**src/rtl/multdiv_controller.sv**
```systemverilog
// ---------------------------------------------------------------------------
// multdiv_controller
//
// Sequences a multi-cycle multiply/divide unit from the DX stage of a simple
// pipeline.
//
// Operation:
//   - Recognises MULT/DIV in DX and freezes FD/DX with stall.
//   - Fires a one-cycle start pulse at the unit.
//   - Waits for md_ready, or gives up after TIMEOUT wait cycles.
//   - Performs a single register-file write-back.
//   - An overflow, divide-by-zero or timeout becomes an exception write of a
//     cause code (4 = mult, 5 = div) into r30.
//
// Ports:
//   clock, reset        clock and synchronous active-high reset
//   dx_op, dx_aluop     opcode / ALU opcode of the DX instruction
//   dx_rd               destination register of the DX instruction
//   flush               pipeline flush, aborts an operation still waiting
//   md_result, md_ready,
//   md_ovf              result, ready strobe and error flag from the unit
//   ctrl_MULT, ctrl_DIV one-cycle start pulses to the unit
//   stall               freezes FD and DX
//   busy                controller is not idle
//   wb_valid, wb_rd,
//   wb_data             register-file write port
//   md_exc              exception strobe, coincident with wb_valid
// ---------------------------------------------------------------------------
module multdiv_controller #(
  parameter int TIMEOUT = 63
) (
  input  logic        clock,
  input  logic        reset,
  input  logic [4:0]  dx_op,
  input  logic [4:0]  dx_aluop,
  input  logic [4:0]  dx_rd,
  input  logic        flush,
  input  logic [31:0] md_result,
  input  logic        md_ready,
  input  logic        md_ovf,
  output logic        ctrl_MULT,
  output logic        ctrl_DIV,
  output logic        stall,
  output logic        busy,
  output logic        wb_valid,
  output logic [4:0]  wb_rd,
  output logic [31:0] wb_data,
  output logic        md_exc
);

  localparam logic [4:0] OP_ALU   = 5'b00000;
  localparam logic [4:0] ALU_MULT = 5'b00110;
  localparam logic [4:0] ALU_DIV  = 5'b00111;
  localparam logic [4:0] EXC_RD   = 5'd30;

  // The counter holds (wait cycles already spent - 1).
  // Hitting CNT_LAST therefore marks the TIMEOUT-th wait cycle.
  localparam logic [5:0] CNT_LAST = 6'(TIMEOUT - 1);

  typedef enum logic [1:0] {
    S_IDLE,
    S_START,
    S_WAIT,
    S_DONE
  } state_t;

  state_t      state_q, state_d;
  logic [5:0]  cnt_q, cnt_d;
  logic [4:0]  rd_q, rd_d;
  logic        div_q, div_d;       // latched kind: 1 = divide, 0 = multiply
  logic [31:0] res_q, res_d;
  logic        ovf_q, ovf_d;
  logic [4:0]  wb_rd_hold_q, wb_rd_hold_d;
  logic [31:0] wb_data_hold_q, wb_data_hold_d;

  logic        is_mult, is_div, is_md;
  logic [4:0]  wb_rd_calc;
  logic [31:0] wb_data_calc;

  assign is_mult = (dx_op == OP_ALU) && (dx_aluop == ALU_MULT);
  assign is_div  = (dx_op == OP_ALU) && (dx_aluop == ALU_DIV);
  assign is_md   = is_mult | is_div;

  // Write-back payload presented in DONE; an error redirects to r30 with a
  // cause code instead of the result.
  assign wb_rd_calc   = ovf_q ? EXC_RD : rd_q;
  assign wb_data_calc = ovf_q ? (div_q ? 32'd5 : 32'd4) : res_q;

  always_comb begin
    state_d        = state_q;
    cnt_d          = cnt_q;
    rd_d           = rd_q;
    div_d          = div_q;
    res_d          = res_q;
    ovf_d          = ovf_q;
    wb_rd_hold_d   = wb_rd_hold_q;
    wb_data_hold_d = wb_data_hold_q;

    case (state_q)
      S_IDLE: begin
        if (is_md && !flush) begin
          rd_d    = dx_rd;
          div_d   = is_div;
          state_d = S_START;
        end
      end

      S_START: begin
        // md_ready is deliberately ignored here; the unit has only just been
        // started.
        cnt_d   = 6'd0;
        state_d = S_WAIT;
      end

      S_WAIT: begin
        cnt_d = cnt_q + 6'd1;
        if (flush) begin
          state_d = S_IDLE;
        end else if (md_ready) begin
          res_d   = md_result;
          ovf_d   = md_ovf;
          state_d = S_DONE;
        end else if (cnt_q == CNT_LAST) begin
          ovf_d   = 1'b1;
          state_d = S_DONE;
        end
      end

      S_DONE: begin
        // Flush cannot cancel this cycle: the DX instruction retires now.
        wb_rd_hold_d   = wb_rd_calc;
        wb_data_hold_d = wb_data_calc;
        state_d        = S_IDLE;
      end

      default: state_d = S_IDLE;
    endcase
  end

  always_ff @(posedge clock) begin
    if (reset) begin
      state_q        <= S_IDLE;
      cnt_q          <= 6'd0;
      rd_q           <= 5'd0;
      div_q          <= 1'b0;
      res_q          <= 32'd0;
      ovf_q          <= 1'b0;
      wb_rd_hold_q   <= 5'd0;
      wb_data_hold_q <= 32'd0;
    end else begin
      state_q        <= state_d;
      cnt_q          <= cnt_d;
      rd_q           <= rd_d;
      div_q          <= div_d;
      res_q          <= res_d;
      ovf_q          <= ovf_d;
      wb_rd_hold_q   <= wb_rd_hold_d;
      wb_data_hold_q <= wb_data_hold_d;
    end
  end

  // Everything except stall depends on registered state only.
  assign busy      = (state_q != S_IDLE);
  assign ctrl_MULT = (state_q == S_START) && !div_q;
  assign ctrl_DIV  = (state_q == S_START) &&  div_q;
  // A result destined for r0 is dropped; exceptions always write r30.
  assign wb_valid  = (state_q == S_DONE) && (ovf_q || (rd_q != 5'd0));
  assign md_exc    = (state_q == S_DONE) && ovf_q;
  assign wb_rd     = (state_q == S_DONE) ? wb_rd_calc   : wb_rd_hold_q;
  assign wb_data   = (state_q == S_DONE) ? wb_data_calc : wb_data_hold_q;

  // Stall already in the acceptance cycle so DX holds the instruction.
  // Release in DONE so the instruction retires.
  assign stall = ((state_q == S_IDLE) && is_md && !flush)
               || (state_q == S_START) || (state_q == S_WAIT);

endmodule

```
**config.mk**
```make
export PLATFORM = sky130hd
export DESIGN_NAME = multdiv_controller
export DESIGN_NICKNAME = d
export VERILOG_FILES = /design/src/rtl/multdiv_controller.sv
export SDC_FILE = /design/constraint.sdc
export NUM_CORES = 1
export LEC_CHECK = 0
export BUFFER_PORTS_ARGS = -buffer_cell sky130_fd_sc_hd__buf_2
export CELL_PAD_IN_SITES_DETAIL_PLACEMENT = 0
export CELL_PAD_IN_SITES_GLOBAL_PLACEMENT = 2
export CORE_MARGIN = 2
export CORE_UTILIZATION = 27
export CTS_CLUSTER_SIZE = 30
export DETAILED_ROUTE_END_ITERATION = 6
export GPL_TIMING_DRIVEN = 0
export PLACE_DENSITY_LB_ADDON = 0.1
export RECOVER_POWER = 50
export SYNTH_ARGS = -nofsm -noshare
export SYNTH_HDL_FRONTEND = slang
export SYNTH_SLANG_ARGS = --single-unit
```
**constraint.sdc**
```tcl
create_clock -name clock -period 1.6 [get_ports clock]
set_input_delay 0.4 -clock clock [delete_from_list [all_inputs] [get_ports clock]]
set_output_delay 0.4 -clock clock [all_outputs]
set_load 0.005 [all_outputs]
```
# --- Word level (Yosys, flattened, before mapping) ---
# Cells that the tools add are included.
totals:
  ff_bits: 84
  input_bits: 52
  out_inout_bits: 43
  wordCells: 56
op_classes:
  n_addsub: 1
  eq_ne: 8
  muxes: 13
  n_bitwise: 2
  reduce_logical: 24
op_table:
  columns: ["cell", "count"]
  rows:
  - ["2-to-1 mux 32 bit", 2]
  - ["case mux 6 bit (2 select lines)", 1]
  - ["equality test 5 x 3 -> 1 bit (second input constant)", 2]
  - ["2-to-1 mux 5 bit", 2]
  - ["logical AND 1 bit", 9]
  - ["2-to-1 mux 2 bit", 4]
  - ["case mux 2 bit (4 select lines)", 1]
  - ["adder 6 x 1 -> 6 bit (second input constant)", 1]
  - ["equality test 6 bit (second input constant)", 1]
  - ["AND reduction 3 bit", 2]
  - ["nonzero test 2 bit", 3]
  - ["logical NOT 5 bit", 1]
  - ["nonzero test 5 bit", 1]
  - ["equality test 2 bit (second input constant)", 2]
  - ["!= test 4 bit (second input constant)", 1]
  - ["AND reduction 2 bit", 2]
  - ["logical OR 1 bit", 3]
  - ["2-to-1 mux 1 bit", 3]
  - ["equality test 2 x 1 -> 1 bit (second input constant)", 1]
  - ["logical NOT 1 bit", 2]
  - ["logical NOT 2 bit", 1]
  - ["!= test 2 bit (second input constant)", 1]
  - ["inverter 1 bit", 1]
  - ["bitwise OR 1 bit", 1]

# --- Logic depth before layout (Yosys ltp) ---
# Gate-level depths: netlist of the first run.
logic_depth:
  word_depth: 7
  depth_mapped: 8
  ltp_nobuf: 6

# --- Worst setup path after synthesis of the first run ---
# Ideal clock, no wire load.
synth_timing:
  path_type: "register to register"
  startpoint: "reg state_q[0]"
  endpoint: "reg cnt_q[5]"
  setup_time_ns: 0.070
  arrival_time_ns: 1.473
  t_required_ns: 1.530
  slack_ns: 0.058
  path_stages_with_launch: 7
  n_path_buf: 1
  synth_period_minus_slack_ns: 1.542
  path_cell_list: "dfxtp_1 > inv_1 > ha_1 > clkbuf_1 > nand3_1 > or3_1 > a21oi_1"
synth_between:
  elab_chain_len: 2
  elab_cells_between_ends: 4
  cone_classes: "eq/ne: 2; mux: 1; reduce/logical: 1"
synth_lines:
  columns: ["item", "line_no", "text"]
  rows:
  - ["start: declaration", "67", "state_t state_q, state_d;"]
  - ["start signal: assignment", "151", "state_q <= state_d;"]
  - ["equality test 2 bit / equality test 2 x 1 -> 1 bit (equally long branches)", "99", "case (state_q)"]
  - ["case mux 6 bit (2 select lines) / nonzero test 2 bit (equally long branches)", null, null]
  - ["end signal: assignment", "152", "cnt_q <= cnt_d;"]
  - ["end: declaration", "68", "logic [5:0] cnt_q, cnt_d;"]
# Parallel ways exist; a longest one is shown, timed or not.
# A chain may end at the register's enable or synchronous reset.

# --- Worst setup path after layout of the first run ---
layout_timing:
  startpoint: "reg state_q[1]"
  endpoint: "out wb_data[0]"
layout_between:
  elab_chain_len: 2
layout_lines:
  columns: ["item", "line_no", "text"]
  rows:
  - ["equality test 2 bit", "170", "assign wb_data = (state_q == S_DONE) ? wb_data_calc : wb_data_hold_q;"]
  - ["2-to-1 mux 32 bit", null, null]
  - ["end: declaration", "47", "output logic [31:0] wb_data,"]
# Every way passes these cells.

==> results summary, run 1 <==
The final antenna-violating net count is 0. Power spread over the standard cell area amounts to around 950 nW/um^2. The fmax is 533 MHz. Once the floorplan was initialized, standard cells occupied between 20 and 30% of the core. The detailed-routing iteration count for the pre-antenna-repair pass is 6. The total routing usage reported by global routing is 14.3%.

The total via count after detailed routing is between 3,000 and 4,000. In this run the critical register-to-register path is launched from state_q[0]$_SDFFE_PP0P_. The floorplan has 41 rows. The path with the worst hold slack has its endpoint at rd_q[3]$_SDFFE_PP0P_. The chip height came out at 119 um. In this run the cell area of the synthesized design comes to around 3500 um^2. The slack of the critical path is -0.277 ns. For this run, the number of Yosys warnings is 0. The worst setup path is of the reg2out kind.

The worst setup path is captured at a primary output. The worst setup slack after placement is -0.412 ns. The worst-case IR drop observed on VDD is 835 uV.

The run finished, with violations left. Ranked by total cell area, the synthesized netlist is headed by sky130_fd_sc_hd__dfxtp_1 (47%), sky130_fd_sc_hd__nand2_1 (7.4%), sky130_fd_sc_hd__nor2b_1 (6.9%), sky130_fd_sc_hd__nand3b_1 (6.8%), sky130_fd_sc_hd__a21oi_1 (5.9%). The number of buffers and inverters on the critical path came out at 3.

The predominant post-synthesis flop cell is sky130_fd_sc_hd__dfxtp_1. The total die area is roughly 14,000 um^2. The cell count of the worst reg-to-reg path is 9. By count the netlist is led by sky130_fd_sc_hd__dfxtp_1 (84), sky130_fd_sc_hd__nand2_1 (70), sky130_fd_sc_hd__a21oi_1 (42). In the routed layout, each cell is associated on average with a via count of 4.28. The count of pins over their slew limit is 0. The arrival time at the worst endpoint is about 1.5 ns. The post-synthesis cell type with the largest combined area is sky130_fd_sc_hd__dfxtp_1. The total wirelength of the detailed-routed design is just under 10,000 um.

The placer's final routability congestion estimate came out at about 0.73. The relative area change from synthesis to final layout is 42.1%. The cell with the biggest individual delay on the critical path is sky130_fd_sc_hd__dfxtp_4.

The number of cells on the worst hold path is 3. The capturing point of the worst reg2reg path is res_q[23]$_SDFFE_PP0P_. The cell leakage power is slightly above 2 nW. At the pin with the least slew margin, the transition time is 0.600 ns.

The signal on the critical path passes through ha_4, buf_12, buf_8, nor2_2, a21oi_1, buf_2. The share of async-settable or async-resettable flops after synthesis came out at 0%. For this design the top-level I/O count stands at 95. The number of global-route vias before repair came out at ~3,000.

The fraction of layout cells with a size suffix above 1 came out at around 36%. The maximum number of pins on one net before global-route repair came out at 14. The count of final hold-check violations is 0. The clock tree from TritonCTS is done. In this run, the number of DRC markers left after iteration 0 of detailed routing was 111. The final critical path time including I/O delays and setup is approximately 1.9 ns. The first global-routing pass estimated roughly 16,000 um of wire.

In this run the most critical hold path is launched from dx_rd[3]. The clock sink count came out at 84. On the worst path, the slowest cell contributes a delay of 0.36 ns. Port buffering added between 90 and 100 buffers. The maximum clock skew at final layout is approximately 0.006 ns.

The synthesized netlist cell count is 430. The tool flagged a number of max-cap violations equal to 0. The worst hold path class is in2reg. The setup slack of the most critical reg-to-reg path is -0.06 ns.

In this run the horizontal extent of the chip is 119 um. Setup repair after global routing could not meet its margin everywhere. The HPWL after detailed placement is roughly 6700 um.

The worst endpoint required time came out at around 1.2 ns. The fraction of post-synthesis cell area in the top cell type by area is 47.4%. Of the synthesized area, sequential elements account for between 40% and 50%. The accumulated negative setup slack came out at -11.51 ns.

Headroom to the max-slew limit came out at about three fifths. Of all nets on the critical path, the largest fanout is 7. The buffer cell driving the clock tree root is sky130_fd_sc_hd__clkbuf_16. The average cell area after synthesis came out at between 8 and 9 um^2.

The final reports fail on negative setup slack. In this run the deepest clock path goes through 2 buffers. The clock buffer count from CTS came out at 9. STA classifies the critical path startpoint as a register. The floorplan core area came out at about 13,000 um^2. The layout net count came out at between 600 and 700. After detailed routing, the number of remaining DRC violations is 0. The wire length per cell after detailed routing came out at between 10 and 15 um. The most common cell in the netlist is sky130_fd_sc_hd__dfxtp_1.

The number of synthesized flops with an enable pin is 0. Synthesis produced a netlist with a net count of 489. Synthesis inferred between 80 and 90 register bits. The clock-pin slew reported for the worst setup and hold paths after clock tree synthesis came out at roughly 0.060 ns. The final count of negative-setup-slack endpoints came out at between 70 and 80.

The number of antenna diodes in the final layout is 0. For the worst-skew pair, the clock arrives at the later sink with an insertion delay of between 0.3 and 0.4 ns. The final clock period utilization by the worst path is 117%. The number of antenna violations at the first check in global routing came out at 0. Grouping stages by cell kind, the critical path spends the most delay in buffers and inverters. The final cell area excluding filler cells came out at 5040 um^2.

The post-detailed-placement cell area came out at roughly 4200 um^2. Global routing finished with a remaining overflow of 0. The H-tree level count is 3. The count of different cell masters after synthesis is 34.
sequential cells by signal, summed over array words and instances, names as in the netlist:
register / count
cnt_q: 6
div_q: 1
ovf_q: 1
rd_q: 5
res_q: 32
state_q: 2
wb_data_hold_q: 32
wb_rd_hold_q: 5
where the power goes:
group | internal, W | total [W] | switching [W]
Sequential | 0.00212 | 0.00214 | 0.0000170
Combinational | 0.000298 | 0.000575 | 0.000276
Clock | 0.00123 | 0.00207 | 0.000834
final cells by class:
class | instances | area, um^2
Inverter | 37 | 143
Clock buffer | 10 | 239
Clock inverter | 5 | 52.6
Timing Repair Buffer | 110 | 648
Fill cell | 1382 | 7680
Multi-Input combinational cell | 280 | 1800
Tap cell | 172 | 215
Buffer | 28 | 258
Sequential cell | 84 | 1690
worst register-to-register path, delay by kind of cell, from the launching register on:
kind | cells | cell delay, ns
AOI/OAI and AO/OA | 1 | 0.05
DFF | 1 | 0.35
and+or+nand+nor | 3 | 0.36
buffers and inverters | 4 | 0.55
adders and majority gates | 1 | 0.20
layout by cell type (no fill, tap or decap), types with 4 or more instances in the layout:
| master | Yosys | final |
|---|---|---|
| sky130_fd_sc_hd__ha_1 | 7 | 4 |
| sky130_fd_sc_hd__clkbuf_16 | 0 | 11 |
| sky130_fd_sc_hd__o21ai_1 | 0 | 15 |
| sky130_fd_sc_hd__buf_8 | 0 | 6 |
| sky130_fd_sc_hd__nand2_1 | 70 | 66 |
| sky130_fd_sc_hd__a21oi_2 | 1 | 14 |
| sky130_fd_sc_hd__clkbuf_1 | 17 | 7 |
| sky130_fd_sc_hd__buf_2 | 8 | 95 |
| sky130_fd_sc_hd__nor2_1 | 22 | 18 |
| sky130_fd_sc_hd__o21ai_2 | 0 | 16 |
| sky130_fd_sc_hd__nor2b_1 | 39 | 39 |
| sky130_fd_sc_hd__inv_1 | 37 | 35 |
| sky130_fd_sc_hd__nand3b_1 | 32 | 32 |
| sky130_fd_sc_hd__a21oi_1 | 42 | 28 |
| sky130_fd_sc_hd__mux2i_1 | 6 | 6 |
| sky130_fd_sc_hd__dfxtp_1 | 84 | 82 |
| sky130_fd_sc_hd__buf_4 | 4 | 19 |
cells by family after synthesis:
family                     count (synthesis)  synth area share [%]
adders and majority gates                  7                  2.47
buffers and inverters                     66                  7.69
muxes                                      6                  1.69
and+or+nand+nor                          182                  27.7
xor gates and xnor gates                   3                 0.741
DFF                                       84                  47.4
AOI/OAI and AO/OA                         82                  12.3
layer usage:
layer  routed length, um  share of wire (%)  vias to the layer above  track usage (%)
met3                 445                4.5                        8             5.07
li1                    -                  -                     1638                -
met2                4570                 46                       62             23.8
met4                 104                1.1                        0             3.35
met1                4750                 48                     1399             17.8
met5                   0                  0                        -                0
timing repair:
action                     in CTS  in global routing
hold buffers                    0                  0
setup buffers                   4                 10
gates resized for setup        66                 75
pin swaps                       4                 12
setup endpoints to repair      93                 77
gates cloned                    1                  2
metrics by stage:
| step | cells | hold slack, ns | utilization, % | total power, W |
|---|---|---|---|---|
| 5_1_grt | 726 | 0.281 | 39.6 | 0.00499 |
| 3_5_place_dp | 695 | 0.446 | 33.2 | 0.00258 |
| 6_report | 726 | 0.287 | 39.6 | 0.00478 |
| 2_1_floorplan | 430 | 0.436 | - | 0.00240 |
| 3_3_place_gp | 695 | 0.443 | 33.2 | 0.00258 |
| 4_1_cts | 714 | 0.273 | 37.2 | 0.00472 |
worst max path at each step:
stage | startpoint | end | cells after the start
4_1_cts | state_q[0]$_SDFFE_PP0P_ | wb_data[13] | 6
5_1_grt | state_q[1]$_SDFFE_PP0P_ | wb_data[13] | 6
3_3_place_gp | state_q[1]$_SDFFE_PP0P_ | wb_data[2] | 6
3_5_place_dp | state_q[0]$_SDFFE_PP0P_ | wb_data[2] | 6
2_1_floorplan | state_q[0]$_SDFFE_PP0P_ | cnt_q[5]$_SDFFE_PP0P_ | 6
6_report | state_q[1]$_SDFFE_PP0P_ | wb_data[0] | 6
(Power assumes the default switching activity.)
==> inputs of run 2 (changes only) <==
--- a/config.mk
+++ b/config.mk
@@ -8,6 +8,7 @@
 export BUFFER_PORTS_ARGS = -buffer_cell sky130_fd_sc_hd__buf_2
 export CELL_PAD_IN_SITES_DETAIL_PLACEMENT = 0
 export CELL_PAD_IN_SITES_GLOBAL_PLACEMENT = 2
+export CORE_ASPECT_RATIO = 1.2
 export CORE_MARGIN = 2
 export CORE_UTILIZATION = 27
 export CTS_CLUSTER_SIZE = 30
@@ -15,6 +16,7 @@
 export GPL_TIMING_DRIVEN = 0
 export PLACE_DENSITY_LB_ADDON = 0.1
 export RECOVER_POWER = 50
+export REMOVE_ABC_BUFFERS = 1
 export SYNTH_ARGS = -nofsm -noshare
 export SYNTH_HDL_FRONTEND = slang
 export SYNTH_SLANG_ARGS = --single-unit
==> run 2 against run 1 <==
The flow still finishes with violations (negative setup slack); final area down 2.6%; die area barely moved; worst setup slack improved by 0.015 ns; fmax is 0.80% higher; sequential power is essentially flat; clock skew fell by 0.00081 ns; wire length rose by 7.2%; largest power group unchanged; highest routed layer unchanged.
==> results summary, run 2 (same netlist as run 1, synthesis figures left out) <==
The peak per-stage delay on the critical path is 0.35 ns (about the same). The number of port buffers came to 94 (+1.1%). The first-pass GRT wire length came to 16,000 um (+2.3%).

The power after layout came to 0.00472 W (-1.2%). The starting density of the core is 27.9% (about the same). The post-route DRC violation count is 0 (unchanged). Setup repair after global routing could not meet its margin everywhere. The clock buffer count from CTS is 9 (unchanged).

TritonCTS built the clock tree. The most critical setup path has its startpoint at state_q[0]$_SDFFE_PP0P_. The instance count after placement with tap cells included came out at 660 (-5.0%).

The maximum clock insertion buffer count is 2 (unchanged). The cell count of the worst reg-to-reg path came out at 7 (-2). The fraction of layout cells with a size suffix above 1 is 31.1% (-4.9 points). The number of maximum-capacitance constraint violations is 0 (unchanged).

The global routing stage identified its most utilized layer as met2. The final clock period utilization by the worst path came out at 116% (-0.93 points). The total die area came out at 14,100 um^2 (about the same).

The total via count after detailed routing came out at 3,166 (+1.9%). The startpoint class of the critical path is a register. The latest clock arrival within the worst-skew pair is 0.33 ns (about the same). Leaving out fill and tap cells, the most frequent cell in the layout is sky130_fd_sc_hd__buf_2. The count of final hold-check violations came out at 0 (unchanged). The arrival time at the worst endpoint is 1.46 ns (-0.02 ns). The number of antenna violations at the first check in global routing came out at 0 (unchanged). The setup slack of the most critical reg-to-reg path is -0.03 ns (+0.03 ns). The largest fanout on the critical path came out at 5 (-2). The count of pins over their slew limit was 0 (unchanged). The number of hold-repair buffers added at the cts stage is 0 (unchanged).

The relative contribution of the clock network to total power came out at 45.4% (+2.1 points). The standard-cell row count came out at 45 (+9.8%). The layout net count is 583 (-4.3%). The reported net switching power is 0.00108 W (-4.4%).

The signal on the critical path passes through ha_4, buf_12, clkbuf_16, o21ai_2, buf_2. The headroom to the max-slew limit is 39.7% (-20 points). The H-tree level count is 3 (unchanged). The remaining global-route overflow is 0 (unchanged).

In this run the worst hold path is classified as in2reg. The wire length per cell after detailed routing came to 15.3 um (+12%). The final count of negative-setup-slack endpoints is 74 (+1.4%). The maximum clock skew at final layout came to 0.00507 ns (-0.000815 ns). The met1 usage in global routing is 19.7% (+1.9 points).

The number of cells in the finished layout apart from fillers is 692 (-4.7%). The total routing usage reported by global routing is 15.2% (+0.85 points). The final antenna-violating net count is 0 (unchanged). The die width came out at 109 um (-8.4%). The number of buffers and inverters on the critical path came to 3 (unchanged). Following the worst setup path forward leads to its endpoint at wb_data[26]. The capturing point of the worst reg2reg path is res_q[3]$_SDFFE_PP0P_. The fill cell instance count of the final layout was 1,379 (-0.22%). The number of inserted diodes came out at 0 (unchanged). The cell family contributing the most delay on the critical path is buffers and inverters. The total wirelength of the detailed-routed design is 10,600 um (+7.2%).

The relative area change from synthesis to final layout is 38.5%. The maximum number of pins on one net before global-route repair came out at 83 (+69). The slack of the critical path came to -0.263 ns (+0.0149 ns). The clock-pin slew reported for the worst setup and hold paths after clock tree synthesis is 0.06 ns (about the same).

The internal power came out at 0.00364 W (-0.27%). The sort of element at the end of the critical path is a primary output. The largest individual stage delay along the critical path comes from the cell sky130_fd_sc_hd__dfxtp_4.

The fmax came out at 537 MHz (+0.80%). The met2 usage came out at 25.0% (+1.2 points). The detailed placement HPWL is 5290 um (-21%). Leaving out fill and tap cells, the most frequent cells in the layout are sky130_fd_sc_hd__buf_2 (92), sky130_fd_sc_hd__dfxtp_1 (81), sky130_fd_sc_hd__nand2_1 (69). The placer's final routability congestion estimate came out at 0.705 (-3.6%). The chip height came out at 130 um (+9.2%). The maximum VDD drop is 442 uV (-47%). The detailed-routing iteration count for the pre-antenna-repair pass came to 4 (-2). The worst endpoint required time came out at 1.20 ns (about the same).

The cell leakage power is 1.93 nW (-5.3%). The floorplan core area is 12,700 um^2 (about the same). The switching part of the total power came out at 22.8% (-0.75 points). The total number of cells along the worst setup path came out at 5 (-1). The met3 track demand over resource in global routing was 3.37% (-1.7 points). Clock tree synthesis selected as its root buffer the cell sky130_fd_sc_hd__clkbuf_16. The slew at the pin closest to its max-slew limit came out at 0.904 ns (+0.304 ns). The cell area power density is 961 nW/um^2 (+1.4%). The final reports fail on negative setup slack. The largest registers in the layout are res_q (32), wb_data_hold_q (32), cnt_q (6). In this run the critical register-to-register path is launched from state_q[0]$_SDFFE_PP0P_. The clock sink count came out at 84 (unchanged).

The mean number of vias per cell came out at 4.58 (+6.9%). The combinational fraction of design power came out at 9.3% (-2.7 points). The register share of total power is 45.3% (+0.6 points). The flow ran to the end, but the final reports show violations. The final critical path time including I/O delays and setup is 1.86 ns (-0.0149 ns). The number of global-route vias before repair is 3,029 (-0.62%). The setup path with the least slack is of type reg2out. The I/O pin count was 95 (unchanged).

The initial detailed-routing violation count is 105 (-5.4%).
-- run 2: cell count changes in the layout (fill, tap and decap cells not counted), sizes merged --
cell	before	now
buf	125	108
clkinv	3	0
clkinvlp	2	0
and2	3	5
inv	36	37
clkbuf	23	16
-- run 2: per-layer routing --
layer | vias to the layer above | share of wire (%)
li1 | 1580 | -
met1 | 1508 | 47
met5 | - | 0
met4 | 0 | 1.0
met2 | 70 | 47
met3 | 8 | 4.4
-- run 2: tightest hold or removal path, delay by kind of cell --
kind / cells / cell delay, ns
buf+inv: 1 / 0.07
simple gates: 1 / 0.07
mux: 1 / 0.05
-- run 2: worst min path at each step --
stage	start	endpoint	slack, ns	cells after the start
5_1_grt	md_result[15]	res_q[15]$_SDFFE_PP0P_	0.30	3
3_5_place_dp	res_q[12]$_SDFFE_PP0P_	res_q[12]$_SDFFE_PP0P_	0.45	2
6_report	dx_rd[2]	rd_q[2]$_SDFFE_PP0P_	0.29	3
4_1_cts	dx_rd[2]	rd_q[2]$_SDFFE_PP0P_	0.28	3
3_3_place_gp	res_q[17]$_SDFFE_PP0P_	res_q[17]$_SDFFE_PP0P_	0.44	2
2_1_floorplan	res_q[0]$_SDFFE_PP0P_	res_q[0]$_SDFFE_PP0P_	0.43	2
-- run 2: repair_timing --
item	CTS	global route
pin swaps	5	12
buffers inserted	11	0
endpoints found under the setup margin	113	78
gates cloned	3	3
gates resized for setup	65	29
-- run 2: power by group through the flow --
| stage | logic [W] | clock network (W) | registers, W |
|---|---|---|---|
| floorplan | 0.000193 | 0 | 0.00217 |
| global placement | 0.000380 | 0 | 0.00218 |
| finish | 0.000438 | 0.00214 | 0.00214 |
| detailed placement | 0.000378 | 0 | 0.00218 |
| global route | 0.000496 | 0.00230 | 0.00214 |
| CTS | 0.000458 | 0.00222 | 0.00214 |
-- run 2: through the flow --
step                      util [%]  setup TNS (ns)  worst slack, ns  hold WS, ns  instance area, um^2
after floorplan                  -          -54.37           -0.698        0.430                 3410
after global placement        32.1         -165.47            -2.06        0.443                 4090
after detailed placement      32.4          -35.34           -0.599        0.447                 4120
after CTS                     37.2          -11.79           -0.286        0.284                 4730
after global routing          38.6          -17.64           -0.339        0.297                 4910
final                         38.6           -9.41           -0.263        0.293                 4910
-- run 2: cell type report --
class	count	area (um^2)	share of cell area, %
flip-flops and latches	84	1690	34.5
inverters	37	141	2.88
repair buffers	110	723	14.7
well taps	164	205	4.18
multi-input cells	282	1840	37.5
clock inverters	1	30.0	0.612
clock buffers	14	274	5.58
